## config.mk

```make
export PLATFORM = sky130hd
export DESIGN_NAME = static_group_responder
export DESIGN_NICKNAME = d
export VERILOG_FILES = /design/src/rtl/static_group_responder.sv
export SDC_FILE = /design/constraint.sdc
export NUM_CORES = 1
export LEC_CHECK = 0
export CORE_UTILIZATION = 50
export CTS_CLUSTER_DIAMETER = 50
export DETAILED_ROUTE_END_ITERATION = 6
export DONT_BUFFER_PORTS = 1
export GPL_ROUTABILITY_DRIVEN = 1
export PLACE_DENSITY = 0.64
export SLEW_MARGIN = 20
export SYNTH_ARGS = -nofsm -noshare
export SYNTH_HDL_FRONTEND = slang
export SYNTH_SLANG_ARGS = --single-unit
```

## constraint.sdc

```tcl
create_clock -name clk -period 7.99 [get_ports clk]
set_clock_uncertainty 0.15 [all_clocks]
set_input_delay 0 -clock clk [delete_from_list [all_inputs] [get_ports clk]]
set_output_delay 0 -clock clk [all_outputs]
set_load 0.005 [all_outputs]
```

## src/rtl/static_group_responder.sv

```systemverilog
// Group-side endpoint of the static configuration bus: a local bank of
// 32-bit configuration words, plus optional serialization over the group scan chain.
module static_group_responder #(
    parameter logic [1:0]  GROUP_ID  = 2'b00,
    parameter int unsigned DEPTH     = 8,
    parameter int unsigned SHIFT_LEN = 32
) (
    input  logic                  clk,
    input  logic                  rst_n,
    input  logic                  scan_id,
    input  logic                  static_wen,
    input  logic                  static_ren,
    input  logic [19:0]           static_addr,
    input  logic [31:0]           static_wdata,
    output logic [31:0]           static_rdata,
    output logic                  static_ready,
    output logic                  scan_en,
    output logic                  scan_out,
    input  logic                  scan_in,
    output logic [DEPTH*32-1:0]   cfg_words
);

    localparam int unsigned AW    = (DEPTH > 1) ? $clog2(DEPTH) : 1;
    localparam int unsigned CNT_W = (SHIFT_LEN > 1) ? $clog2(SHIFT_LEN) : 1;
    localparam logic [CNT_W-1:0] CNT_LAST = CNT_W'(SHIFT_LEN - 1);

    typedef enum logic [1:0] {
        IDLE    = 2'd0,
        SHIFT   = 2'd1,
        ACK     = 2'd2,
        RELEASE = 2'd3
    } state_t;

    state_t           state;
    logic [31:0]      bank [DEPTH];
    logic [31:0]      shifter;
    logic [31:0]      wdata_q;
    logic             is_write;
    logic [CNT_W-1:0] cnt;

    logic [17:0]   idx_c;
    logic [AW-1:0] widx_c;
    logic          in_range_c;
    logic          req_c;
    logic [31:0]   shifted_c;
    logic [31:0]   reg_rd_c;

    // Request decode and next shifter value
    always_comb begin
        idx_c      = static_addr[17:0];
        widx_c     = idx_c[AW-1:0];
        in_range_c = (idx_c < 18'(DEPTH));
        req_c      = (static_wen | static_ren) && (static_addr[19:18] == GROUP_ID);
        shifted_c  = {scan_in, shifter[31:1]};
        reg_rd_c   = '0;
        if (in_range_c) begin
            reg_rd_c = static_wen ? static_wdata : bank[widx_c];
        end
    end

    always_ff @(posedge clk) begin
        if (!rst_n) begin
            state        <= IDLE;
            static_rdata <= '0;
            static_ready <= 1'b0;
            scan_en      <= 1'b0;
            scan_out     <= 1'b0;
            shifter      <= '0;
            wdata_q      <= '0;
            is_write     <= 1'b0;
            cnt          <= '0;
            for (int i = 0; i < DEPTH; i++) begin
                bank[AW'(i)] <= '0;
            end
        end else begin
            case (state)
                IDLE: begin
                    if (req_c) begin
                        if (static_wen && in_range_c) begin
                            bank[widx_c] <= static_wdata;
                        end
                        wdata_q  <= static_wdata;
                        is_write <= static_wen;
                        if (scan_id) begin
                            shifter  <= static_wen ? static_wdata : 32'h0;
                            scan_out <= static_wen & static_wdata[0];
                            scan_en  <= 1'b1;
                            cnt      <= '0;
                            state    <= SHIFT;
                        end else begin
                            // A pure write leaves rdata alone; wen+ren reports the post-write word
                            if (static_ren) begin
                                static_rdata <= reg_rd_c;
                            end
                            static_ready <= 1'b1;
                            state        <= ACK;
                        end
                    end
                end
                SHIFT: begin
                    shifter <= shifted_c;
                    cnt     <= cnt + CNT_W'(1);
                    if (cnt == CNT_LAST) begin
                        scan_en      <= 1'b0;
                        scan_out     <= 1'b0;
                        static_ready <= 1'b1;
                        static_rdata <= is_write ? wdata_q : shifted_c;
                        state        <= ACK;
                    end else begin
                        scan_out <= shifted_c[0];
                    end
                end
                ACK: begin
                    static_ready <= 1'b0;
                    state        <= RELEASE;
                end
                RELEASE: begin
                    // Hold off until the requester drops, so a held request fires once
                    if (!static_wen && !static_ren) begin
                        state <= IDLE;
                    end
                end
                default: state <= IDLE;
            endcase
        end
    end

    genvar g;
    generate
        for (g = 0; g < DEPTH; g++) begin : g_flat
            assign cfg_words[32*g +: 32] = bank[g];
        end
    endgenerate

endmodule

```

==> results.toml, run 1 <==
[route]
drt_iter0_markers = 1130
dr.pass1.iters = 5
routed_wl_mm = 56.4
vias = 12200
wl_per_cell_um = 29.5
drc = 0
final_antenna_net_count = 0
viasPerCell = 6.38

[placement]
place_congestion = 0.836
port-buffer-count = 0
place_area_um2 = 17500
hpwl_mm = 35.8

[finish]
drive_gt1_share_pct = 14.8
mostFrequentLayoutCells = "and2_1, edfxtp_1, nand2_1"
layout_commonest_cell = "and2_1"
num-fill-cells = 2881
nNetsFinal = 1489
design_area_um2 = 19600
layout-area-overhead-vs-synth_pct = 12.2

[clocking]
cts_resized = 0
post-cts-setup-buffer-count = 0
tritoncts = "yes"
clkSinkCount = 362
cts_max_level = 2
cts_buffers = 43
postCtsHoldBufs = 60
insertion_delay_ns = 0.53
cts_max_path_buffers = 3
clk_pin_slew_worst_paths_ns = 0.06
root_buffer = "clkbuf_16"

[power]
p_leak_nw = 6.67
powerDensity_nw_per_um2 = 270
finalPower_mw = 5.30
vdd_drop_max_mv = 0.216

[yosys]
synth_cells = 1464
yosysSeqAreaShare_pct = 56.1
syn_area_um2 = 17500
synth_seq_cells = 362
synth_top_area_cell = "edfxtp_1"
yosys_warnings = 0
synth_nets = 1529
synth_top_area_share_pct = 44.0
synth_area_leaders = "edfxtp_1, dfxtp_1, and2_1, mux4_2, a21oi_1"
avgSynthCellArea_um2 = 11.9
yosysUniqueCellTypes = 44

[floorplan]
dieArea_um2 = 35700
start_util_pct = 50.7
row_count = 68
ioPinCount = 349
fp.coreArea_um2 = 34500
die_x_um = 189
fp.dieH_um = 189

[global_route]
grt_pass1_vias = 11900
overflow = 0
grt_max_degree = 111
grt_use_total_pct = 31.1
grt_antenna_before_repair = 2
grt_first_pass_wirelength_mm = 81.8

[setup_path]
cp_max_fo = 33
end_kind = "register"
worstSetupPathType = "register to register"
crit_arrival_ns = 4.11
required_ns = 7.99
critPathLaunchType = "register"

[timing]
worst_pin_slew_ns = 1.10
setup_violations = 0
fin_setup_tns_ns = 0
finalCritPeriodShare_pct = 51.4
fmax_mhz = 243
fin_crit_ns = 4.11
max_slew_margin_pct = 26.5
hold_viol = 0
holdWs_ns = 0.0112
rsz0062_at_grt = "no"
drv_slew = 0

[min_path]
worstHoldPathType = "input port to register"

[status]
status = "completed"

[flow_run]
cap_violations = 0
through the flow:
step                cells  utilization, %  worst slack (ns)
global route         1911            56.9              3.64
CTS                  1910            56.9              3.82
finish               1913            56.9              3.88
global placement     1773            50.9              3.93
floorplan            1464               -              4.52
detailed placement   1773            50.9              3.87
path summary, 6_finish.rpt:
| path | from | to | slack (ns) | depth (start not counted) |
|---|---|---|---|---|
| worst min-delay path | static_addr[6] | static_rdata[13] | 0.01 | 5 |
| worst min register to register | wdata_q[14] | wdata_q[14] | 0.30 | 2 |
| worst max register to register | state[0] | bank[3][0] | 3.88 | 7 |
| worst max-delay path | state[0] | bank[3][0] | 3.88 | 7 |
Yosys cell counts, drive strengths merged:
master / n
nand3b: 1
a31oi: 37
mux2i: 33
edfxtp: 256
or2: 2
a222oi: 1
o22ai: 1
a211oi: 62
clkbuf: 135
and2: 257
o21ai: 5
nand4b: 1
nand3: 2
and4: 2
nor2: 38
mux2: 34
a21oi: 102
o21a: 1
or3: 1
a2111oi: 1
nor4: 8
clkinv: 1
or4: 2
o31ai: 3
nor2b: 5
dfxtp: 106
o31a: 1
buf: 33
and3: 2
nand2: 135
nand2b: 12
nand4: 66
mux4: 63
nor3: 5
a311oi: 35
or3b: 1
ha: 7
inv: 6
a2111o: 1
cell families (layout without fill, tap and decap cells):
group	count (synthesis)	after routing	share of synthesized area (%)
AO/OA/AOI/OAI	250	250	9.24
adder cells (fa/ha/maj)	7	7	0.501
buffers and inverters	175	167	4.48
flip-flops	362	362	56.1
multiplexers	130	130	12.2
other	0	2	0
AND/OR/NAND/NOR	540	540	17.4
critical path, cell delays in order (launching register included):
cell and delay (ns):
dfxtp_1 0.37, inv_1 0.11, ha_1 0.48, or3b_2 0.57, or4_4 0.62, nor4_4 0.23, buf_4 0.37, nand2b_2 0.79
sequential cells by signal (all words and copies together) (netlist names):
signal,flops
bank,256
static_rdata,32
wdata_q,32
shifter,31
cnt,5
state,2
is_write,1
scan_en,1
scan_out,1
static_ready,1
cell type report:
class	instances	area (µm²)	share of cell area [%]
diodes	2	5.00	0.0255
clock buffers	50	1120	5.73
clock inverters	27	309	1.58
inverters	7	27.5	0.140
multi-input cells	927	6960	35.5
flip-flops and latches	362	9810	50.0
well taps	455	569	2.90
repair buffers	83	803	4.10
layer usage:
metal | up-vias | wire length (µm) | global-route usage (%)
li1 | 5336 | - | -
met1 | 6101 | 20600 | 37.6
met2 | 649 | 27600 | 51.8
met3 | 127 | 5680 | 8.93
met4 | 0 | 2500 | 13.5
met5 | - | 0 | 0
where the power goes:
| group | internal [mW] | total, mW | switching [mW] |
|---|---|---|---|
| sequential | 2.18 | 2.34 | 0.163 |
| clock | 1.20 | 1.99 | 0.783 |
| combinational | 0.333 | 0.975 | 0.642 |
No activity file was read; power rests on OpenSTA's default activity.
==> run 2: changes to the inputs <==
--- a/config.mk
+++ b/config.mk
@@ -5,6 +5,7 @@
 export SDC_FILE = /design/constraint.sdc
 export NUM_CORES = 1
 export LEC_CHECK = 0
+export ABC_AREA = 1
 export CORE_UTILIZATION = 50
 export CTS_CLUSTER_DIAMETER = 50
 export DETAILED_ROUTE_END_ITERATION = 6
==> constraint.sdc (replaced) <==
create_clock -name clk -period 4.2 [get_ports clk]
set_clock_uncertainty 0.15 [all_clocks]
set_input_delay 0 -clock clk [delete_from_list [all_inputs] [get_ports clk]]
set_output_delay 0 -clock clk [all_outputs]
set_load 0.005 [all_outputs]
==> results.toml, run 2 <==
[power]
pwr-share-comb_pct = 17.7
switchingPower_mw = 3.07
powerDensity_nw_per_um2 = 536
switching_share_pct = 29.9
p_seq_share_pct = 44.3
p_int_mw = 7.21
pwr-share-clk_pct = 38.0
p_leak_nw = 7.74
vdd_drop_max_mv = 0.393

[placement]
place_area_um2 = 16500
place_congestion = 0.949
hpwl_mm = 34.4
port-buffer-count = 0

[yosys]
synth-edff-count = 256
avgSynthCellArea_um2 = 8.69
synth_common_cells = "nand2_1, nor2_1, edfxtp_1"
async_flop_share_pct = 0
yosysMostFrequentCell = "nand2_1"
ys.flop_type = "edfxtp_1"
yosysSeqAreaShare_pct = 59.9
synth_area_leaders = "edfxtp_1, dfxtp_1, nand2_1, nor2_1, nand3_1"
synth_cells = 1883
yosysUniqueCellTypes = 29
synth_nets = 1948
synth_top_area_share_pct = 47.0
synth_seq_cells = 362
synth_top_area_cell = "edfxtp_1"
syn_area_um2 = 16400
yosys_warnings = 0

[route]
vias = 13700
final_antenna_net_count = 0
viasPerCell = 5.70
routed_wl_mm = 53.5
dr.pass1.iters = 5
wl_per_cell_um = 22.2
drt_iter0_markers = 1560
drc = 0

[setup_path]
r2r-end = "static_rdata[29]"
cp_max_fo = 64
cp_top_family = "buffers and inverters"
required_ns = 4.50
critPathLaunchType = "input port"
r2r_slack_ns = 0.65
end_kind = "register"
cpPeakStageDelay_ns = 0.64
path_buf_inv = 5
crit_chain = "dlymetal6s4s_1 > inv_2 > nand2_2 > nand2_2 > dlygate4sd3_1 > nand2_1 > and3_1 > nand2_4 > nand2_1 > nand2_1 > dlygate4sd3_1 > a21oi_1 > dlygate4sd3_1"
worstSetupPathType = "input port to register"
r2r_start = "cnt[0]"
reg2reg_depth = 12
worst_path_max_delay_cell = "dlygate4sd3_1"
crit_arrival_ns = 4.21

[timing]
hold_viol = 0
setup_violations = 0
worst_pin_slew_ns = 0.968
fin_setup_tns_ns = 0
finalCritPeriodShare_pct = 93.2
drv_slew = 0
fmax_mhz = 256
rsz0062_at_grt = "no"
fin_crit_ns = 3.91
max_slew_margin_pct = 35.3
holdWs_ns = 0.0301

[global_route]
grt_antenna_before_repair = 0
grt_pass1_vias = 13100
grt_max_degree = 131
overflow = 0
grt_use_total_pct = 31.8
grt_first_pass_wirelength_mm = 79.6

[floorplan]
ioPinCount = 349
dieArea_um2 = 33500
start_util_pct = 51.3
fp.coreArea_um2 = 31900
fp.dieH_um = 183
row_count = 65
die_x_um = 183

[clocking]
cts_buffers = 44
tritoncts = "yes"
root_buffer = "clkbuf_16"
cts_max_path_buffers = 3
insertion_delay_ns = 0.56
clk_pin_slew_worst_paths_ns = 0.06
clkSinkCount = 362
post-cts-setup-buffer-count = 0
cts_max_level = 2

[min_path]
hold_end = "static_rdata[18]"
min_path_cells = 5
worstHoldPathType = "input port to register"
hp-start = "static_addr[3]"

[finish]
drive_gt1_share_pct = 5.67
num-fill-cells = 2817
design_area_um2 = 19200
largest_register_ffs = 256
multi_input_area_um2 = 5610
nNetsFinal = 2007
top_regs = "bank x256, static_rdata x32, wdata_q x32"
layout-area-overhead-vs-synth_pct = 17.3
top_register = "bank"
mostFrequentLayoutCells = "nand2_1, nor2_1, edfxtp_1"
layout_commonest_cell = "nand2_1"
regArea_um2 = 9810
diodes = 0

[status]
status = "completed"

[flow_run]
cap_violations = 0
-- run 2: power groups by stage --
stage | logic [mW] | clock network, mW | registers [mW]
global route | 2.07 | 4.08 | 4.60
finish | 1.82 | 3.91 | 4.55
detailed placement | 1.53 | 0 | 4.62
CTS | 1.77 | 3.93 | 4.55
global placement | 1.51 | 0 | 4.61
floorplan | 1.25 | 0 | 4.49
-- run 2: cells by family after synthesis --
family | after synthesis | synth area share [%]
and+or+nand+nor | 999 | 24.7
DFF | 362 | 59.9
AOI/OAI and AO/OA | 284 | 8.71
buffers and inverters | 229 | 6.03
adders and majority gates | 7 | 0.535
xor gates and xnor gates | 2 | 0.107
-- run 2: layout make-up --
| class | instances | share of cell area (%) |
|---|---|---|
| clock inverter | 24 | 1.46 |
| multi-input combinational | 1292 | 29.2 |
| clock buffer | 56 | 6.32 |
| timing repair buffer | 136 | 6.97 |
| inverter | 106 | 2.09 |
| tap | 435 | 2.84 |
| sequential | 362 | 51.1 |
-- run 2: routing by layer --
metal	track usage, %	wire (µm)	share of wire (%)	vias up
met2	47.4	23600	44	761
met4	11.9	1920	3.6	0
met1	42.4	21200	40	6509
li1	-	-	-	6343
met3	11.6	6790	13	118
met5	0	0	0	-
-- run 2: worst reg2reg max path, delay by kind of cell, from the launching register on --
| kind | cells | cell delay (ns) |
|---|---|---|
| buffers and inverters | 3 | 1.18 |
| DFF | 1 | 0.33 |
| AOI/OAI and AO/OA | 1 | 0.04 |
| and+or+nand+nor | 6 | 1.37 |
| adders and majority gates | 2 | 0.38 |
-- run 2: what timing repair did --
item	CTS	global route
endpoints found under the hold margin	426	0
endpoints found under the setup margin	0	129
hold buffers	119	0
gates resized for setup	0	1
-- run 2: through the flow --
stage | utilization [%] | setup slack (ns) | cells | total power, mW
3_5_place_dp | 51.7 | 0.871 | 2212 | 6.15
5_1_grt | 60.2 | 0.107 | 2411 | 10.8
3_3_place_gp | 51.7 | 0.978 | 2212 | 6.12
4_1_cts | 60.2 | 0.0532 | 2411 | 10.2
6_report | 60.2 | 0.287 | 2411 | 10.3
2_1_floorplan | - | 1.31 | 1883 | 5.74
-- run 2: how the worst max path moves through the flow --
stage,startpoint,end,slack (ns),cells after the start
final,static_wen,static_rdata[29],0.29,13
after global routing,static_wen,static_rdata[29],0.11,13
after CTS,static_wen,bank[1][17],0.05,10
after detailed placement,state[0],bank[1][17],0.87,8
after global placement,state[0],bank[1][7],0.98,8
after floorplan,state[0],bank[1][0],1.31,9
